[src/rtl/tpu_pkg.sv]
// Shared definitions for the systolic-array tile sequencer: state encoding,
// default geometry constants and the tile-count helper.
`timescale 1ns/1ps
package tpu_pkg;

  localparam int TPU_SA_DIM    = 4;
  localparam int TPU_ELEM_BITS = 8;
  localparam int TPU_ACC_BITS  = 32;

  typedef enum logic [2:0] {
    IDLE,
    LOAD,
    RUN,
    ACCUM,
    WRITE,
    NEXT_TILE
  } tpu_state_e;

  // Number of tiles of edge b needed to cover a dimension of size a.
  function automatic int unsigned ceil_div(input int unsigned a, input int unsigned b);
    return (a + b - 1) / b;
  endfunction

endpackage

[src/rtl/tpu_tile_loader.sv]
// Operand tile loader: walks the SA_DIM slots of one K-tile, drives the A/B
// buffer addresses and captures the returned words one cycle later. Slots
// past the end of K are zero-filled while their addresses are still driven.
// The phase lasts SA_DIM+1 cycles while start_i is held; done_o marks the last.
`timescale 1ns/1ps
module tpu_tile_loader
  import tpu_pkg::*;
#(
  parameter int SA_DIM    = TPU_SA_DIM,
  parameter int ELEM_BITS = TPU_ELEM_BITS,
  parameter int ADDR_BITS = 16,
  parameter int DIM_BITS  = 8
) (
  input  logic                                 clk,
  input  logic                                 rst_n,
  input  logic                                 start_i,
  output logic                                 done_o,
  input  logic [DIM_BITS-1:0]                  k_dim_i,
  input  logic [DIM_BITS-1:0]                  kt_i,
  input  logic [DIM_BITS-1:0]                  mt_i,
  input  logic [DIM_BITS-1:0]                  nt_i,
  output logic [ADDR_BITS-1:0]                 a_addr_o,
  output logic [ADDR_BITS-1:0]                 b_addr_o,
  input  logic [SA_DIM*ELEM_BITS-1:0]          a_rdata_i,
  input  logic [SA_DIM*ELEM_BITS-1:0]          b_rdata_i,
  output logic [SA_DIM*SA_DIM*ELEM_BITS-1:0]   a_tile_o,
  output logic [SA_DIM*SA_DIM*ELEM_BITS-1:0]   b_tile_o
);

  localparam int SLOT_W = SA_DIM * ELEM_BITS;
  localparam int TILE_W = SA_DIM * SLOT_W;
  localparam int CW     = $clog2(SA_DIM + 1);

  logic [CW-1:0]     cnt_q, cnt_d;
  logic [TILE_W-1:0] a_tile_q, a_tile_d;
  logic [TILE_W-1:0] b_tile_q, b_tile_d;
  logic [31:0]       k_issue;
  logic [31:0]       k_cap;

  // Address of the slot being issued this cycle; capture targets the previous slot.
  always_comb begin
    k_issue  = 32'(kt_i) * 32'(SA_DIM) + 32'(cnt_q);
    k_cap    = k_issue - 32'd1;
    a_addr_o = ADDR_BITS'(32'(mt_i) * 32'(k_dim_i) + k_issue);
    b_addr_o = ADDR_BITS'(32'(nt_i) * 32'(k_dim_i) + k_issue);
    done_o   = start_i && (cnt_q == CW'(SA_DIM));
  end

  // Slot counter advance and capture of read data into the addressed slot.
  always_comb begin
    cnt_d    = cnt_q;
    a_tile_d = a_tile_q;
    b_tile_d = b_tile_q;
    if (start_i) begin
      cnt_d = (cnt_q == CW'(SA_DIM)) ? '0 : cnt_q + CW'(1);
      for (int i = 0; i < SA_DIM; i++) begin
        if (cnt_q == CW'(i + 1)) begin
          if (k_cap >= 32'(k_dim_i)) begin
            a_tile_d[i*SLOT_W +: SLOT_W] = '0;
            b_tile_d[i*SLOT_W +: SLOT_W] = '0;
          end else begin
            a_tile_d[i*SLOT_W +: SLOT_W] = a_rdata_i;
            b_tile_d[i*SLOT_W +: SLOT_W] = b_rdata_i;
          end
        end
      end
    end
  end

  // Loader state registers.
  always_ff @(posedge clk) begin
    if (!rst_n) begin
      cnt_q    <= '0;
      a_tile_q <= '0;
      b_tile_q <= '0;
    end else begin
      cnt_q    <= cnt_d;
      a_tile_q <= a_tile_d;
      b_tile_q <= b_tile_d;
    end
  end

  assign a_tile_o = a_tile_q;
  assign b_tile_o = b_tile_q;

endmodule

[src/rtl/tpu_tile_ctrl.sv]
// Tile sequencer for an SA_DIM x SA_DIM systolic array. Walks N-tiles (outer),
// M-tiles, K-tiles (inner); loads operands, runs the array, accumulates partial
// sums across K-tiles and writes each finished tile row by row to the C buffer.
// Build option: define TPU_RELU_EN to clamp negative C lanes to zero on write.
`timescale 1ns/1ps
module tpu_tile_ctrl
  import tpu_pkg::*;
#(
  parameter int SA_DIM    = TPU_SA_DIM,
  parameter int ELEM_BITS = TPU_ELEM_BITS,
  parameter int ACC_BITS  = TPU_ACC_BITS,
  parameter int ADDR_BITS = 16,
  parameter int DIM_BITS  = 8
) (
  input  logic                                 clk,
  input  logic                                 rst_n,
  input  logic                                 in_valid,
  input  logic [DIM_BITS-1:0]                  K,
  input  logic [DIM_BITS-1:0]                  M,
  input  logic [DIM_BITS-1:0]                  N,
  output logic                                 busy,
  output logic                                 done,
  output logic                                 sa_rst_n,
  input  logic                                 sa_done,
  output logic [ADDR_BITS-1:0]                 a_addr,
  output logic [ADDR_BITS-1:0]                 b_addr,
  input  logic [SA_DIM*ELEM_BITS-1:0]          a_rdata,
  input  logic [SA_DIM*ELEM_BITS-1:0]          b_rdata,
  output logic [SA_DIM*SA_DIM*ELEM_BITS-1:0]   a_tile,
  output logic [SA_DIM*SA_DIM*ELEM_BITS-1:0]   b_tile,
  input  logic [SA_DIM*SA_DIM*ACC_BITS-1:0]    sa_result,
  output logic                                 c_wr_en,
  output logic [ADDR_BITS-1:0]                 c_addr,
  output logic [SA_DIM*ACC_BITS-1:0]           c_wdata
);

  localparam int RW    = $clog2(SA_DIM);
  localparam int ROW_W = SA_DIM * ACC_BITS;
  localparam int ACC_W = SA_DIM * ROW_W;

  tpu_state_e          state_q, state_d;
  logic [DIM_BITS-1:0] k_q, m_q;
  logic [DIM_BITS-1:0] ktiles_q, mtiles_q, ntiles_q;
  logic [DIM_BITS-1:0] kt_q, mt_q, nt_q;
  logic [RW-1:0]       row_q;
  logic [ACC_W-1:0]    acc_q;
  logic                done_q;
  logic                c_wr_en_q;
  logic [ADDR_BITS-1:0] c_addr_q;
  logic [ROW_W-1:0]    c_wdata_q;
  logic                ld_start;
  logic                ld_done;
  logic                job_ok;
  logic                kt_last;
  logic                last_tile;
  logic                row_ok;

  // Optionally clamp negative signed lanes of a C row to zero.
  function automatic logic [ROW_W-1:0] relu_row(input logic [ROW_W-1:0] row);
    logic [ROW_W-1:0] res;
`ifdef TPU_RELU_EN
    logic signed [ACC_BITS-1:0] lane;
`endif
    res = row;
`ifdef TPU_RELU_EN
    for (int l = 0; l < SA_DIM; l++) begin
      lane = row[l*ACC_BITS +: ACC_BITS];
      if (lane < 0) res[l*ACC_BITS +: ACC_BITS] = '0;
    end
`endif
    return res;
  endfunction

  tpu_tile_loader #(
    .SA_DIM    (SA_DIM),
    .ELEM_BITS (ELEM_BITS),
    .ADDR_BITS (ADDR_BITS),
    .DIM_BITS  (DIM_BITS)
  ) u_loader (
    .clk       (clk),
    .rst_n     (rst_n),
    .start_i   (ld_start),
    .done_o    (ld_done),
    .k_dim_i   (k_q),
    .kt_i      (kt_q),
    .mt_i      (mt_q),
    .nt_i      (nt_q),
    .a_addr_o  (a_addr),
    .b_addr_o  (b_addr),
    .a_rdata_i (a_rdata),
    .b_rdata_i (b_rdata),
    .a_tile_o  (a_tile),
    .b_tile_o  (b_tile)
  );

  // Decode helpers shared by the next-state logic and the datapath registers.
  always_comb begin
    job_ok    = (K != '0) && (M != '0) && (N != '0);
    kt_last   = (kt_q == ktiles_q - DIM_BITS'(1));
    last_tile = (mt_q == mtiles_q - DIM_BITS'(1)) && (nt_q == ntiles_q - DIM_BITS'(1));
    row_ok    = (32'(mt_q) * 32'(SA_DIM) + 32'(row_q)) < 32'(m_q);
    ld_start  = (state_q == LOAD);
  end

  // Next-state selection for the tile walk.
  always_comb begin
    state_d = state_q;
    case (state_q)
      IDLE:      if (in_valid && job_ok) state_d = LOAD;
      LOAD:      if (ld_done) state_d = RUN;
      RUN:       if (sa_done) state_d = ACCUM;
      ACCUM:     state_d = kt_last ? WRITE : LOAD;
      WRITE:     if (row_q == RW'(SA_DIM - 1)) state_d = NEXT_TILE;
      NEXT_TILE: state_d = last_tile ? IDLE : LOAD;
      default:   state_d = IDLE;
    endcase
  end

  // State register.
  always_ff @(posedge clk) begin
    if (!rst_n) state_q <= IDLE;
    else        state_q <= state_d;
  end

  // Job latch, tile counters, accumulators and registered C write port.
  always_ff @(posedge clk) begin
    if (!rst_n) begin
      k_q       <= '0;
      m_q       <= '0;
      ktiles_q  <= '0;
      mtiles_q  <= '0;
      ntiles_q  <= '0;
      kt_q      <= '0;
      mt_q      <= '0;
      nt_q      <= '0;
      row_q     <= '0;
      acc_q     <= '0;
      done_q    <= 1'b0;
      c_wr_en_q <= 1'b0;
      c_addr_q  <= '0;
      c_wdata_q <= '0;
    end else begin
      done_q    <= 1'b0;
      c_wr_en_q <= 1'b0;
      case (state_q)
        IDLE: begin
          if (in_valid) begin
            k_q      <= K;
            m_q      <= M;
            ktiles_q <= DIM_BITS'(ceil_div(32'(K), 32'(SA_DIM)));
            mtiles_q <= DIM_BITS'(ceil_div(32'(M), 32'(SA_DIM)));
            ntiles_q <= DIM_BITS'(ceil_div(32'(N), 32'(SA_DIM)));
            kt_q     <= '0;
            mt_q     <= '0;
            nt_q     <= '0;
            row_q    <= '0;
            acc_q    <= '0;
            if (!job_ok) done_q <= 1'b1;
          end
        end
        ACCUM: begin
          for (int i = 0; i < SA_DIM * SA_DIM; i++)
            acc_q[i*ACC_BITS +: ACC_BITS] <= acc_q[i*ACC_BITS +: ACC_BITS]
                                           + sa_result[i*ACC_BITS +: ACC_BITS];
          if (!kt_last) kt_q <= kt_q + DIM_BITS'(1);
        end
        WRITE: begin
          c_wr_en_q <= row_ok;
          c_addr_q  <= ADDR_BITS'(32'(nt_q) * 32'(m_q) + 32'(mt_q) * 32'(SA_DIM) + 32'(row_q));
          c_wdata_q <= relu_row(acc_q[32'(row_q)*ROW_W +: ROW_W]);
          row_q     <= row_q + RW'(1);
        end
        NEXT_TILE: begin
          acc_q <= '0;
          kt_q  <= '0;
          row_q <= '0;
          if (mt_q != mtiles_q - DIM_BITS'(1)) begin
            mt_q <= mt_q + DIM_BITS'(1);
          end else begin
            mt_q <= '0;
            nt_q <= nt_q + DIM_BITS'(1);
          end
          if (last_tile) done_q <= 1'b1;
        end
        default: ;
      endcase
    end
  end

  assign busy     = (state_q != IDLE);
  assign sa_rst_n = (state_q == RUN);
  assign done     = done_q;
  assign c_wr_en  = c_wr_en_q;
  assign c_addr   = c_addr_q;
  assign c_wdata  = c_wdata_q;

endmodule

[config.mk]
export PLATFORM = sky130hd
export DESIGN_NAME = tpu_tile_ctrl
export DESIGN_NICKNAME = d
export VERILOG_FILES = /design/src/rtl/tpu_pkg.sv /design/src/rtl/tpu_tile_loader.sv /design/src/rtl/tpu_tile_ctrl.sv
export SDC_FILE = /design/constraint.sdc
export NUM_CORES = 2
export LEC_CHECK = 0
export ABC_AREA = 1
export BUFFER_PORTS_ARGS = -buffer_cell sky130_fd_sc_hd__buf_2
export CAP_MARGIN = 40
export CORE_ASPECT_RATIO = 1.4
export CORE_MARGIN = 1
export CORE_UTILIZATION = 35
export CTS_CLUSTER_DIAMETER = 30
export DETAILED_ROUTE_END_ITERATION = 16
export PLACE_DENSITY = 0.5
export SYNTH_ARGS = -nofsm -noshare
export SYNTH_HDL_FRONTEND = slang
export SYNTH_SLANG_ARGS = --single-unit
[constraint.sdc]
create_clock -name clk -period 6.1 [get_ports clk]
set_input_delay 1.22 -clock clk [delete_from_list [all_inputs] [get_ports clk]]
set_output_delay 1.22 -clock clk [all_outputs]
set_load 0.02 [all_outputs]
==> reports/qor.csv <==
stage,metric,value,unit
outcome,status,"finished, violations left",
outcome,failed_checks,negative setup slack,
critical_path,r2r_cells,21,
critical_path,path_common_cell,fa_1,
detailed_routing,num_vias,90625,
global_route,antenna_found_initial,89,
sta,hold_violations,0,
finish,multi_input_area,0.0539,mm2
placed_design,dp.cells,16421,
worst_hold_path,hold_class,reg2reg,
synth,synth_top_cell_area_share,24.3,%
clock_tree,numCtsBuffers,284,
synth,synth_common_cells,"nand2_1 (3,041), inv_1 (1,590), a21oi_1 (1,303), nor2_1 (1,242), o21ai_0 (1,200)",
pwr,p_int,19.9,mW
sta,fin_crit,6.32,ns
sta,setup_slack,-0.225,ns
synth,synth_edf_count,0,
placed_design,dpl_cell_area,0.0892,mm2
critical_path,end_kind,output port,
detailed_routing,wirelength,415,mm
critical_path,worstSetupStartpointType,register,
detailed_routing,drc,0,
die,dieArea,0.233,mm2
synth,synth_flop_cell,dfxtp_1,
die,rows,208,
synth,ys_types,51,
pwr,p_sw,9.76,mW
critical_path,cpMaxStageDelayCell,fa_1,
clock_tree,htree_levels,5,
pwr,switching_share,32.9,%
synth,avgSynthCellArea,6.38,um2
finish,fill_cells,24637,
placed_design,numPortBuffers,1039,
finish,area_growth,23.9,%
critical_path,worst-path-max-fanout,4,
die,num_io_pins,1040,
synth,yosysWarnings,0,
placed_design,dp_hpwl,333,mm
worst_hold_path,hold_start,acc_q[227],
clock_tree,cts_tree,yes,
placed_design,gp_congestion,1.01,
clock_tree,clock_sinks,983,
synth,synth.most_common_cell,nand2_1,
pwr,power,29.6,mW
synth,synth_top_area_cell,dfxtp_1,
global_route,globalRoute.totalOverflow,0,
critical_path,r2r_setup_slack,1.44,ns
placed_design,place_ws,0.126,ns
critical_path,max_stage_delay,0.51,ns
finish,nets,15070,
pwr,p_leak,49.3,nW
clock_tree,clockBufferDepth,4,
global_route,grt_pass1_vias,88682,
clock_tree,clock_tree.root_cell,clkbuf_16,
critical_path,required,4.88,ns
pwr,clock_power_share,53.6,%
sta,worst_slew_pin_slew,0.957,ns
finish,regArea,0.0197,mm2
pwr,seq_power_share,24.7,%
synth,synth_area,0.0809,mm2
synth,synthArstFlopShare,0,%
die,fp.dieH,571,um
detailed_routing,drt_first_iter_violations,6309,
pwr,ir_drop,0.000290,V
critical_path,path_cells,buf_6 -> ha_4 -> inv_4 -> nor2_4 -> nand2_2 -> nand2_2 -> nand2_4 -> fa_1 -> inv_1 -> fa_1 -> fa_1 -> inv_1 -> fa_1 -> inv_2 -> ha_4 -> a21oi_4 -> o21ai_4 -> buf_4 -> nand2_1 -> o2111ai_2 -> xor2_2 -> buf_6,
worst_hold_path,holdPathStages,2,
global_route,grt_max_degree,130,
sta,hold_ws,0.478,ns
clock_tree,path_clk_slew,0.04,ns
critical_path,regToRegEndpoint,c_addr[13],
finish,drive_gt1_share,15.5,%
sta,final.setup.tns,-2.09,ns
sta,max_clock_freq,158,MHz
sta,finClkSkew,0.0499,ns
critical_path,worstSetupPathType,reg2out,
sta,setup_violations,14,
sta,finalMaxSlewViolations,0,
pwr,power_density,296,mW/mm2
synth,synth_nets,14075,
critical_path,worstReg2RegStart,nt_q[3],
global_route,grt_pass1_wl,595,mm
die,start_util,35.3,%
die,die_w,408,um
global_route,grtUsageTotal,34.3,%
critical_path,arrival,5.10,ns
detailed_routing,wl_per_cell,24.4,um
synth,seq_area_frac_synth,24.3,%
clock_tree,insertion_delay,0.87,ns
worst_hold_path,hold-path-endpoint,acc_q[227],
finish,final_area,0.100,mm2
finish,final_util,43.7,%
job,maxCapViolCount,0,
detailed_routing,vias_per_cell,5.33,
sta,period_share,104,%
synth,synth-seq-cells,983,
detailed_routing,antenna_left,0,
synth,syn-instance-count,12682,
clock_tree,postCtsHoldBufs,0,
die,coreArea,0.230,mm2
sta,maxSlewHeadroom,36.2,%
detailed_routing,dr.pass1.iters,6,
sta,rsz0062_at_grt,yes,
pwr,combPwrFrac,21.6,%
finish,final_cells,16987,
synth,synth_area_leaders,"dfxtp_1 (24%), nand2_1 (14%), ha_1 (9.8%), a21oi_1 (8.1%), o21ai_0 (7.4%)",
cell families after synthesis:
group | Yosys count | synth area share (%)
AND/OR/NAND/NOR | 5676 | 30.2
flip-flops | 983 | 24.3
buffers and inverters | 2063 | 9.93
XOR/XNOR | 87 | 0.942
adder cells (fa/ha/maj) | 789 | 13.6
AO/OA/AOI/OAI | 3084 | 21.0
sequential cells by signal (all words and copies together), names as in the netlist, 16 cells and up:
name	flops
acc_q	512
c_addr	16
c_wdata	128
u_loader.a_tile_o	128
u_loader.b_tile_o	128
power by group through the flow:
| stage | logic, mW | registers, mW | clock network (mW) |
|---|---|---|---|
| 2_1_floorplan | 4.00 | 7.42 | 0 |
| 3_3_place_gp | 6.31 | 7.41 | 0 |
| 3_5_place_dp | 6.35 | 7.42 | 0 |
| 4_1_cts | 6.38 | 7.32 | 16.1 |
| 5_1_grt | 7.00 | 7.37 | 16.4 |
| 6_report | 6.41 | 7.33 | 15.9 |
placed cells by master, fill, tap and decap left out, drive strengths merged, types with 192 or more instances in the layout:
| master | instances |
|---|---|
| a21oi | 1543 |
| buf | 1170 |
| clkbuf | 364 |
| dfxtp | 983 |
| ha | 635 |
| inv | 1616 |
| nand2 | 3056 |
| nand3 | 831 |
| nand4 | 192 |
| nor2 | 1253 |
| o21ai | 1217 |
critical path: cells and delay by family, from the launching register on:
kind	cells	cell delay [ns]
compound gates	3	0.35
buf+inv	7	0.57
fa+ha+maj	6	2.37
flops	1	0.35
simple gates	5	0.39
xor+xnor	1	0.24
area by class of cell:
class,count,share of cell area [%]
timing repair buffer,1170,6.65
antenna,47,0.117
inverter,1602,6.04
tap,3045,3.80
clock buffer,364,7.87
clock inverter,140,2.14
sequential,983,19.7
multi-input combinational,9636,53.7
how the worst max path moves through the flow:
stage	start	to	slack, ns	cells after the start
2_1_floorplan	kt_q[0]	a_addr[13]	0.31	19
3_3_place_gp	kt_q[0]	b_addr[15]	0.08	24
3_5_place_dp	kt_q[0]	b_addr[15]	0.13	24
4_1_cts	kt_q[0]	a_addr[12]	-0.35	21
5_1_grt	u_loader.cnt_q[2]	b_addr[15]	-0.40	23
6_report	u_loader.cnt_q[2]	a_addr[14]	-0.22	22
routing by layer:
metal / share of wire [%] / routed length [um] / vias to the layer above / GRT usage [%]
li1: - / - / 44160 / -
met1: 37 / 156000 / 42569 / 37.0
met2: 48 / 199000 / 2977 / 59.1
met3: 6.3 / 26100 / 867 / 7.12
met4: 8.2 / 34200 / 52 / 25.1
met5: 0.071 / 295 / - / 0
timing repair:
action / 4_1_cts / 5_1_grt
buffers inserted: 13 / 4
endpoints found under the setup margin: 21 / 20
pin swaps: 57 / 46
gates resized for setup: 118 / 79
No activity file was read; power rests on OpenSTA's default activity.
